$ cat src/rtl/fpu_muldiv_pkg.sv
// rtl/fpu_muldiv_pkg.sv - shared types and constants for the FP80 mul/div issue controller
package fpu_muldiv_pkg;

   typedef enum logic [2:0] {
      ST_IDLE  = 3'd0,
      ST_ISSUE = 3'd1,
      ST_GUARD = 3'd2,
      ST_WAIT  = 3'd3,
      ST_RESP  = 3'd4
   } state_e;

   localparam int FLAG_INEXACT     = 0;
   localparam int FLAG_UNDERFLOW   = 1;
   localparam int FLAG_OVERFLOW    = 2;
   localparam int FLAG_DIV_BY_ZERO = 3;
   localparam int FLAG_INVALID     = 4;

   localparam logic OP_MUL = 1'b0;
   localparam logic OP_DIV = 1'b1;

   localparam logic [79:0] FP80_QNAN     = 80'h7FFF_C000_0000_0000_0000;
   localparam logic [4:0]  TIMEOUT_FLAGS = 5'(1 << FLAG_INVALID);

   // Clear drops the old bits first, so flags captured on the same edge survive.
   function automatic logic [4:0] merge_sticky(input logic [4:0] old_flags,
                                               input logic       clr,
                                               input logic [4:0] new_flags);
      return (clr ? 5'b0 : old_flags) | new_flags;
   endfunction

endpackage

$ cat src/rtl/fpu_op_watchdog.sv
// rtl/fpu_op_watchdog.sv - cycle watchdog for an outstanding mul/div operation
module fpu_op_watchdog #(
   parameter int TIMEOUT   = 255,
   parameter int TIMEOUT_W = 8
) (
   input  logic clk,
   input  logic reset_n,
   input  logic load,
   input  logic count,
   output logic expire
);

   localparam logic [TIMEOUT_W-1:0] LAST = TIMEOUT_W'(TIMEOUT - 1);

   logic [TIMEOUT_W-1:0] count_q, count_d;

   // Expire fires on the count edge that would make the tally reach TIMEOUT.
   assign expire = count && (count_q == LAST);

   always_comb begin
      count_d = count_q;
      if (load) begin
         count_d = '0;
      end else if (count && !expire) begin
         count_d = count_q + 1'b1;
      end
   end

   always_ff @(posedge clk or negedge reset_n) begin
      if (!reset_n) begin
         count_q <= '0;
      end else begin
         count_q <= count_d;
      end
   end

endmodule

$ cat src/rtl/fpu_muldiv_issue_ctrl.sv
// rtl/fpu_muldiv_issue_ctrl.sv - issue/writeback sequencer for the FP80 mul/div unit
module fpu_muldiv_issue_ctrl
   import fpu_muldiv_pkg::*;
#(
   parameter int TAG_W     = 3,
   parameter int TIMEOUT   = 255,
   parameter int TIMEOUT_W = 8
) (
   input  logic             clk,
   input  logic             reset_n,
   input  logic             req_valid,
   output logic             req_ready,
   input  logic             req_op,
   input  logic [79:0]      req_a,
   input  logic [79:0]      req_b,
   input  logic [1:0]       req_rmode,
   input  logic [TAG_W-1:0] req_tag,
   output logic             mdu_enable,
   output logic             mdu_operation,
   output logic [79:0]      mdu_operand_a,
   output logic [79:0]      mdu_operand_b,
   output logic [1:0]       mdu_rounding_mode,
   input  logic [79:0]      mdu_result,
   input  logic             mdu_done,
   input  logic [4:0]       mdu_flags,
   output logic             rsp_valid,
   input  logic             rsp_ready,
   output logic [79:0]      rsp_result,
   output logic [4:0]       rsp_flags,
   output logic [TAG_W-1:0] rsp_tag,
   output logic [4:0]       sticky_flags,
   input  logic             sticky_clear,
   output logic             timeout_err
);

   state_e             state_q, state_d;
   logic               req_ready_q, req_ready_d;
   logic               mdu_enable_q, mdu_enable_d;
   logic               rsp_valid_q, rsp_valid_d;
   logic               op_q, op_d;
   logic [79:0]        opa_q, opa_d;
   logic [79:0]        opb_q, opb_d;
   logic [1:0]         rmode_q, rmode_d;
   logic [TAG_W-1:0]   tag_q, tag_d;
   logic [79:0]        rsp_result_q, rsp_result_d;
   logic [4:0]         rsp_flags_q, rsp_flags_d;
   logic [TAG_W-1:0]   rsp_tag_q, rsp_tag_d;
   logic [4:0]         sticky_q, sticky_d;
   logic               timeout_err_q, timeout_err_d;
   logic               wd_load, wd_count, wd_expire;

   fpu_op_watchdog #(
      .TIMEOUT   (TIMEOUT),
      .TIMEOUT_W (TIMEOUT_W)
   ) u_watchdog (
      .clk     (clk),
      .reset_n (reset_n),
      .load    (wd_load),
      .count   (wd_count),
      .expire  (wd_expire)
   );

   always_comb begin
      state_d       = state_q;
      op_d          = op_q;
      opa_d         = opa_q;
      opb_d         = opb_q;
      rmode_d       = rmode_q;
      tag_d         = tag_q;
      rsp_result_d  = rsp_result_q;
      rsp_flags_d   = rsp_flags_q;
      rsp_tag_d     = rsp_tag_q;
      sticky_d      = merge_sticky(sticky_q, sticky_clear, 5'b0);
      timeout_err_d = timeout_err_q && !sticky_clear;
      wd_load       = 1'b0;
      wd_count      = 1'b0;

      unique case (state_q)
         ST_IDLE: begin
            if (req_valid) begin
               op_d    = req_op;
               opa_d   = req_a;
               opb_d   = req_b;
               rmode_d = req_rmode;
               tag_d   = req_tag;
               state_d = ST_ISSUE;
            end
         end
         ST_ISSUE: begin
            state_d = ST_GUARD;
         end
         ST_GUARD: begin
            // A done still high from the previous operation is deliberately skipped here.
            wd_load = 1'b1;
            state_d = ST_WAIT;
         end
         ST_WAIT: begin
            wd_count = 1'b1;
            if (mdu_done) begin
               rsp_result_d = mdu_result;
               rsp_flags_d  = mdu_flags;
               rsp_tag_d    = tag_q;
               sticky_d     = merge_sticky(sticky_q, sticky_clear, mdu_flags);
               state_d      = ST_RESP;
            end else if (wd_expire) begin
               rsp_result_d  = FP80_QNAN;
               rsp_flags_d   = TIMEOUT_FLAGS;
               rsp_tag_d     = tag_q;
               sticky_d      = merge_sticky(sticky_q, sticky_clear, TIMEOUT_FLAGS);
               timeout_err_d = 1'b1;
               state_d       = ST_RESP;
            end
         end
         ST_RESP: begin
            if (rsp_ready) begin
               state_d = ST_IDLE;
            end
         end
         default: begin
            state_d = ST_IDLE;
         end
      endcase

      req_ready_d  = (state_d == ST_IDLE);
      mdu_enable_d = (state_d == ST_ISSUE);
      rsp_valid_d  = (state_d == ST_RESP);
   end

   always_ff @(posedge clk or negedge reset_n) begin
      if (!reset_n) begin
         state_q       <= ST_IDLE;
         req_ready_q   <= 1'b1;
         mdu_enable_q  <= 1'b0;
         rsp_valid_q   <= 1'b0;
         op_q          <= 1'b0;
         opa_q         <= '0;
         opb_q         <= '0;
         rmode_q       <= '0;
         tag_q         <= '0;
         rsp_result_q  <= '0;
         rsp_flags_q   <= '0;
         rsp_tag_q     <= '0;
         sticky_q      <= '0;
         timeout_err_q <= 1'b0;
      end else begin
         state_q       <= state_d;
         req_ready_q   <= req_ready_d;
         mdu_enable_q  <= mdu_enable_d;
         rsp_valid_q   <= rsp_valid_d;
         op_q          <= op_d;
         opa_q         <= opa_d;
         opb_q         <= opb_d;
         rmode_q       <= rmode_d;
         tag_q         <= tag_d;
         rsp_result_q  <= rsp_result_d;
         rsp_flags_q   <= rsp_flags_d;
         rsp_tag_q     <= rsp_tag_d;
         sticky_q      <= sticky_d;
         timeout_err_q <= timeout_err_d;
      end
   end

   assign req_ready         = req_ready_q;
   assign mdu_enable        = mdu_enable_q;
   assign mdu_operation     = op_q;
   assign mdu_operand_a     = opa_q;
   assign mdu_operand_b     = opb_q;
   assign mdu_rounding_mode = rmode_q;
   assign rsp_valid         = rsp_valid_q;
   assign rsp_result        = rsp_result_q;
   assign rsp_flags         = rsp_flags_q;
   assign rsp_tag           = rsp_tag_q;
   assign sticky_flags      = sticky_q;
   assign timeout_err       = timeout_err_q;

endmodule

$ cat config.mk
export PLATFORM = sky130hd
export DESIGN_NAME = fpu_muldiv_issue_ctrl
export DESIGN_NICKNAME = d
export VERILOG_FILES = /design/src/rtl/fpu_muldiv_pkg.sv /design/src/rtl/fpu_op_watchdog.sv /design/src/rtl/fpu_muldiv_issue_ctrl.sv
export SDC_FILE = /design/constraint.sdc
export NUM_CORES = 1
export LEC_CHECK = 0
export ABC_AREA = 1
export BUFFER_PORTS_ARGS = -buffer_cell sky130_fd_sc_hd__buf_2
export CORE_AREA = 5 5 198 200
export DETAILED_ROUTE_END_ITERATION = 7
export DIE_AREA = 0 0 203 205
export SLEW_MARGIN = 20
export SYNTH_ARGS = -nofsm -noshare
export SYNTH_HDL_FRONTEND = slang
export SYNTH_SLANG_ARGS = --single-unit
export TNS_END_PERCENT = 100
$ cat constraint.sdc
create_clock -name clk -period 2 [get_ports clk]
set_input_delay 0.6 -clock clk [delete_from_list [all_inputs] [get_ports clk]]
set_output_delay 0.6 -clock clk [all_outputs]
set_load 0.1 [all_outputs]
# --- Word-level counts from Yosys, hierarchy flattened ---
# Cells that the tools add are included.
word_totals:
  output_inout_bits: 260
  regBits: 274
  elab_cells: 57
  input_bits: 257
op_classes:
  n_addsub: 1
  n_mux: 22
  n_reduce_logical: 11
  bitwise_logic: 1
  n_eq_ne: 7
ops:
  columns: ["op", "n"]
  rows:
  - ["2-to-1 mux 80 bit", 2]
  - ["2-to-1 mux 5 bit", 6]
  - ["2-to-1 mux 3 bit", 6]
  - ["2-to-1 mux 8 bit", 2]
  - ["one-hot mux 3 bit (5 select lines)", 1]
  - ["adder 8 x 1 -> 8 bit, second input constant", 1]
  - ["equality test 8 bit, second input constant", 1]
  - ["equality test 3 x 1 -> 1 bit, second input constant", 2]
  - ["equality test 3 x 2 -> 1 bit, second input constant", 2]
  - ["equality test 3 bit, second input constant", 2]
  - ["zero test 3 bit", 2]
  - ["2-to-1 mux 1 bit", 5]
  - ["OR 5 bit", 1]
  - ["AND reduction 2 bit", 2]
  - ["nonzero test 2 bit", 2]
  - ["logical AND 1 bit", 3]
  - ["zero test 1 bit", 2]

# --- Longest topological paths before layout ---
logic_depth:
  ltp_word: 7
  mapped_depth: 11
  ltp_nobuf: 10

# --- Cells and area by module ---
# Synthesis repeated with hierarchy kept, for this count alone.
hier_totals:
  hier_cells: 1204
  hier_area_um2: 10695.3
modules_own_cells:
  columns: ["module", "area_per_inst_um2", "seq_area_each_um2", "instances", "cells_each"]
  rows:
  - ["fpu_muldiv_issue_ctrl", 10161.0, 6657.6, 1, 1132]
  - ["fpu_op_watchdog", 534.3, 200.2, 1, 72]

# --- Worst setup path after synthesis ---
# No wires, ideal clock.
synth_path:
  path_kind: "reg2reg"
  startpoint: "reg u_watchdog.count_q[0]"
  endpoint: "reg rsp_result_q[43] (netlist: rsp_result[43])"
  path_slack_ns: 0.477
  t_arrival_ns: 1.400
  setup_time_ns: 0.122
  synth_period_minus_slack_ns: 1.523
  required_ns: 1.878
  n_path_buf: 2
  path_stages_with_launch: 12
  path_cell_list: "dfrtp_1 inv_1 ha_1 nand2_1 nor2_1 nand2_2 nand2_1 nand2_2 buf_6 buf_6 nand2_1 nand2_1"
synth_between:
  elab_chain_len: 4
synth_lines:
  columns: ["element", "line_no", "text"]
  rows:
  - ["start, declared", "fpu_op_watchdog.sv:15", "logic [TIMEOUT_W-1:0] count_q, count_d;"]
  - ["start signal, assigned", "fpu_op_watchdog.sv:33", "count_q <= count_d;"]
  - ["equality test 8 bit", "fpu_op_watchdog.sv:18", "assign expire = count && (count_q == LAST);"]
  - ["logical AND 1 bit", "fpu_op_watchdog.sv:18", null]
  - ["nonzero test 2 bit (no line)", null, null]
  - ["AND reduction 2 bit (no line)", null, null]
  - ["end signal, assigned", "fpu_muldiv_issue_ctrl.sv:155", "rsp_result_q <= rsp_result_d;"]
  - ["end, declared", "fpu_muldiv_issue_ctrl.sv:45", "logic [79:0] rsp_result_q, rsp_result_d;"]
# No other way between the ends.
# A chain may end at the register's enable or synchronous reset.

# --- Final worst setup path ---
layout_path:
  startpoint: "reg opa_q[4] (netlist: mdu_operand_a[4])"
  endpoint: "out mdu_operand_a[4]"
layout_lines:
  columns: ["element", "line_no", "text"]
  rows:
  - ["start, declared", "fpu_muldiv_issue_ctrl.sv:41", "logic [79:0] opa_q, opa_d;"]
  - ["start signal, assigned", "fpu_muldiv_issue_ctrl.sv:151", "opa_q <= opa_d;"]
  - ["end, declared", "fpu_muldiv_issue_ctrl.sv:20", "output logic [79:0] mdu_operand_a,"]
# No word-level cell between the ends.

==> metrics.csv <==
metric,value,unit
cts_tree,done,
crit_arrival,1.36,ns
dp.cells,2167,
numPortBuffers,516,
rsz0062_at_grt,no,
fin_crit,1.96,ns
crit_cells,1,
gp_congestion,0.820,
use_met1,21.0,%
fin_worst_skew,0.00960,ns
root_buffer,clkbuf_16,
syn_area,10600,µm²
seq_area_frac_synth,64.9,%
firstDrtPassIters,7,
r2r_end,rsp_result[24],
slew_viol_final,0,
synth_edf_count,0,
crit_buf_inv,1,
startpoint_type,flop,
crit_chain,buf_2,
setup_viol,0,
htreeDepth,1,
nets,1985,
whs_endpoint,mdu_operand_b[10],
grt_usage,16.3,%
wl_per_cell,16.0,µm
critical-path-max-stage-delay,0.43,ns
grtUsageMet3,4.53,%
grt_overflow_total,0,
hp-class,primary input to flop,
finalHoldViolCount,0,
clk_pin_slew,0.06,ns
drive_above_1_share,34.9,%
setup_tns,0,ns
initial_core_util,28.4,%
fp.dieW,203,µm
post_cts.repair.setup_buffers,0,
syn_nets,1455,
cts_buffers,30,
worstSetupPathType,flop to output port,
fin_crit_sh,98.1,%
hp-start,req_b[10],
grt_max_degree,80,
ys.flop_type,dfrtp_1,
dr_total_vias,9770,
outcome,finished clean,
ys_ff_latch,274,
clockBufferDepth,3,
busiest_layer,met2,
critPathSlowestCell,buf_2,
layout_commonest_cell,nand2_1,
drt-total-wl,35500,µm
ys_async_sr_fraction,100,%
crit_fanout,2,
drc_errors,0,
vias_per_cell,4.39,
grt_pass1_wl,55400,µm
final_util,40.9,%
clk_latency,0.56,ns
cp_top_family,buffers and inverters,
layout_common_cells,"nand2_1, buf_2, dfrtp_1",
rows,71,
die_area,41600,µm²
core,37200,µm²
endpoint_kind,output port,
cap_violations,0,
antenna_found_initial,1,
rrSetupSlack,0.29,ns
holdPathStages,3,
hpwl,26700,µm
syn_inst,1196,
fillers,3760,
max_slew_margin,66.0,%
clock.fmax,510,MHz
syn_to_final_growth,44.0,%
r2r-start,u_watchdog.count_q[0],
use_met2,27.3,%
drtIter0Drc,527,
die_y,205,µm
ys_types,21,
worst_pin_slew,0.514,ns
syn_avg_cell_area,8.83,µm²
ant_nets,0,
instances_no_fill,2225,
crit_required,1.40,ns
first_global_vias,10034,
ys_warn_count,0,
cts.sinks,274,
boundaryPins,517,
reg2regPathDepth,10,
==> worst max-delay path by stage <==
stage	start	to	slack (ns)
after floorplan	u_watchdog.count_q[0]	rsp_result[43]	0.48
after global placement	req_valid	mdu_operand_a[54]	0.35
after detailed placement	u_watchdog.count_q[0]	rsp_result[24]	0.31
after CTS	mdu_operand_a[74]	mdu_operand_a[74]	0.00003
after global routing	mdu_operand_a[50]	mdu_operand_a[50]	0.00005
final	mdu_operand_a[4]	mdu_operand_a[4]	0.04
==> metrics by stage <==
stage | hold WS (ns) | cell area, µm² | setup slack, ns
floorplan | 0.304 | 10600 | 0.477
global placement | 0.448 | 14000 | 0.354
detailed placement | 0.453 | 14000 | 0.308
CTS | 0.199 | 15000 | 0.0000308
global route | 0.193 | 15200 | 0.0000497
finish | 0.233 | 15200 | 0.0390
==> cells in the mapped netlist (2+ instances only) <==
cell type	number	area, µm²
buf_2	32	160
buf_1	3	11.3
nand2_2	3	18.8
xor2_1	3	26.3
nand4_1	3	18.8
nand2_1	691	2590
dfrtp_1	273	6830
nor2_1	46	173
nand3_1	74	370
o21ai_0	16	80.1
clkbuf_1	24	90.1
inv_1	16	60.1
ha_1	2	25.0
buf_6	3	33.8
==> sequential cells by signal (all words and copies together) (netlist names) <==
signal,flops
mdu_enable,1
rsp_result,80
sticky_flags,5
rsp_tag,3
rsp_valid,1
state_q,3
rsp_flags,5
timeout_err,1
mdu_operand_b,80
req_ready,1
tag_q,3
mdu_rounding_mode,2
mdu_operand_a,80
u_watchdog.count_q,8
mdu_operation,1
==> per-layer routing <==
metal	wire, µm	part of all wire, %
met2	16700	47
met4	738	2.1
met1	14800	42
met5	13	0.037
met3	3190	9.0
==> layout make-up <==
class                           instances  area [µm²]  area share [%]
Antenna cell                            2        5.00          0.0329
Clock buffer                           49         903            5.94
Clock inverter                          6        62.6           0.411
Inverter                               17        66.3           0.436
Multi-Input combinational cell        843        3360            22.1
Sequential cell                       274        6860            45.1
Tap cell                              474         593            3.90
Timing Repair Buffer                  560        3360            22.1
==> cell families after synthesis <==
family / Yosys count / share of synthesized area [%]
simple gates: 819 / 30.2
flops: 274 / 64.9
buf+inv: 79 / 3.40
compound gates: 19 / 0.936
xor+xnor: 3 / 0.249
fa+ha+maj: 2 / 0.237
==> repair_timing <==
| item | 4_1_cts | 5_1_grt |
|---|---|---|
| resized for setup | 22 | 87 |
| hold endpoints to repair | 17 | 0 |
| setup endpoints to repair | 22 | 87 |
| pin swaps | 0 | 0 |
| hold buffers | 1 | 0 |
Power is not shown: default switching activity piles up to over one toggle a cycle in this logic, so the estimate is an artifact.
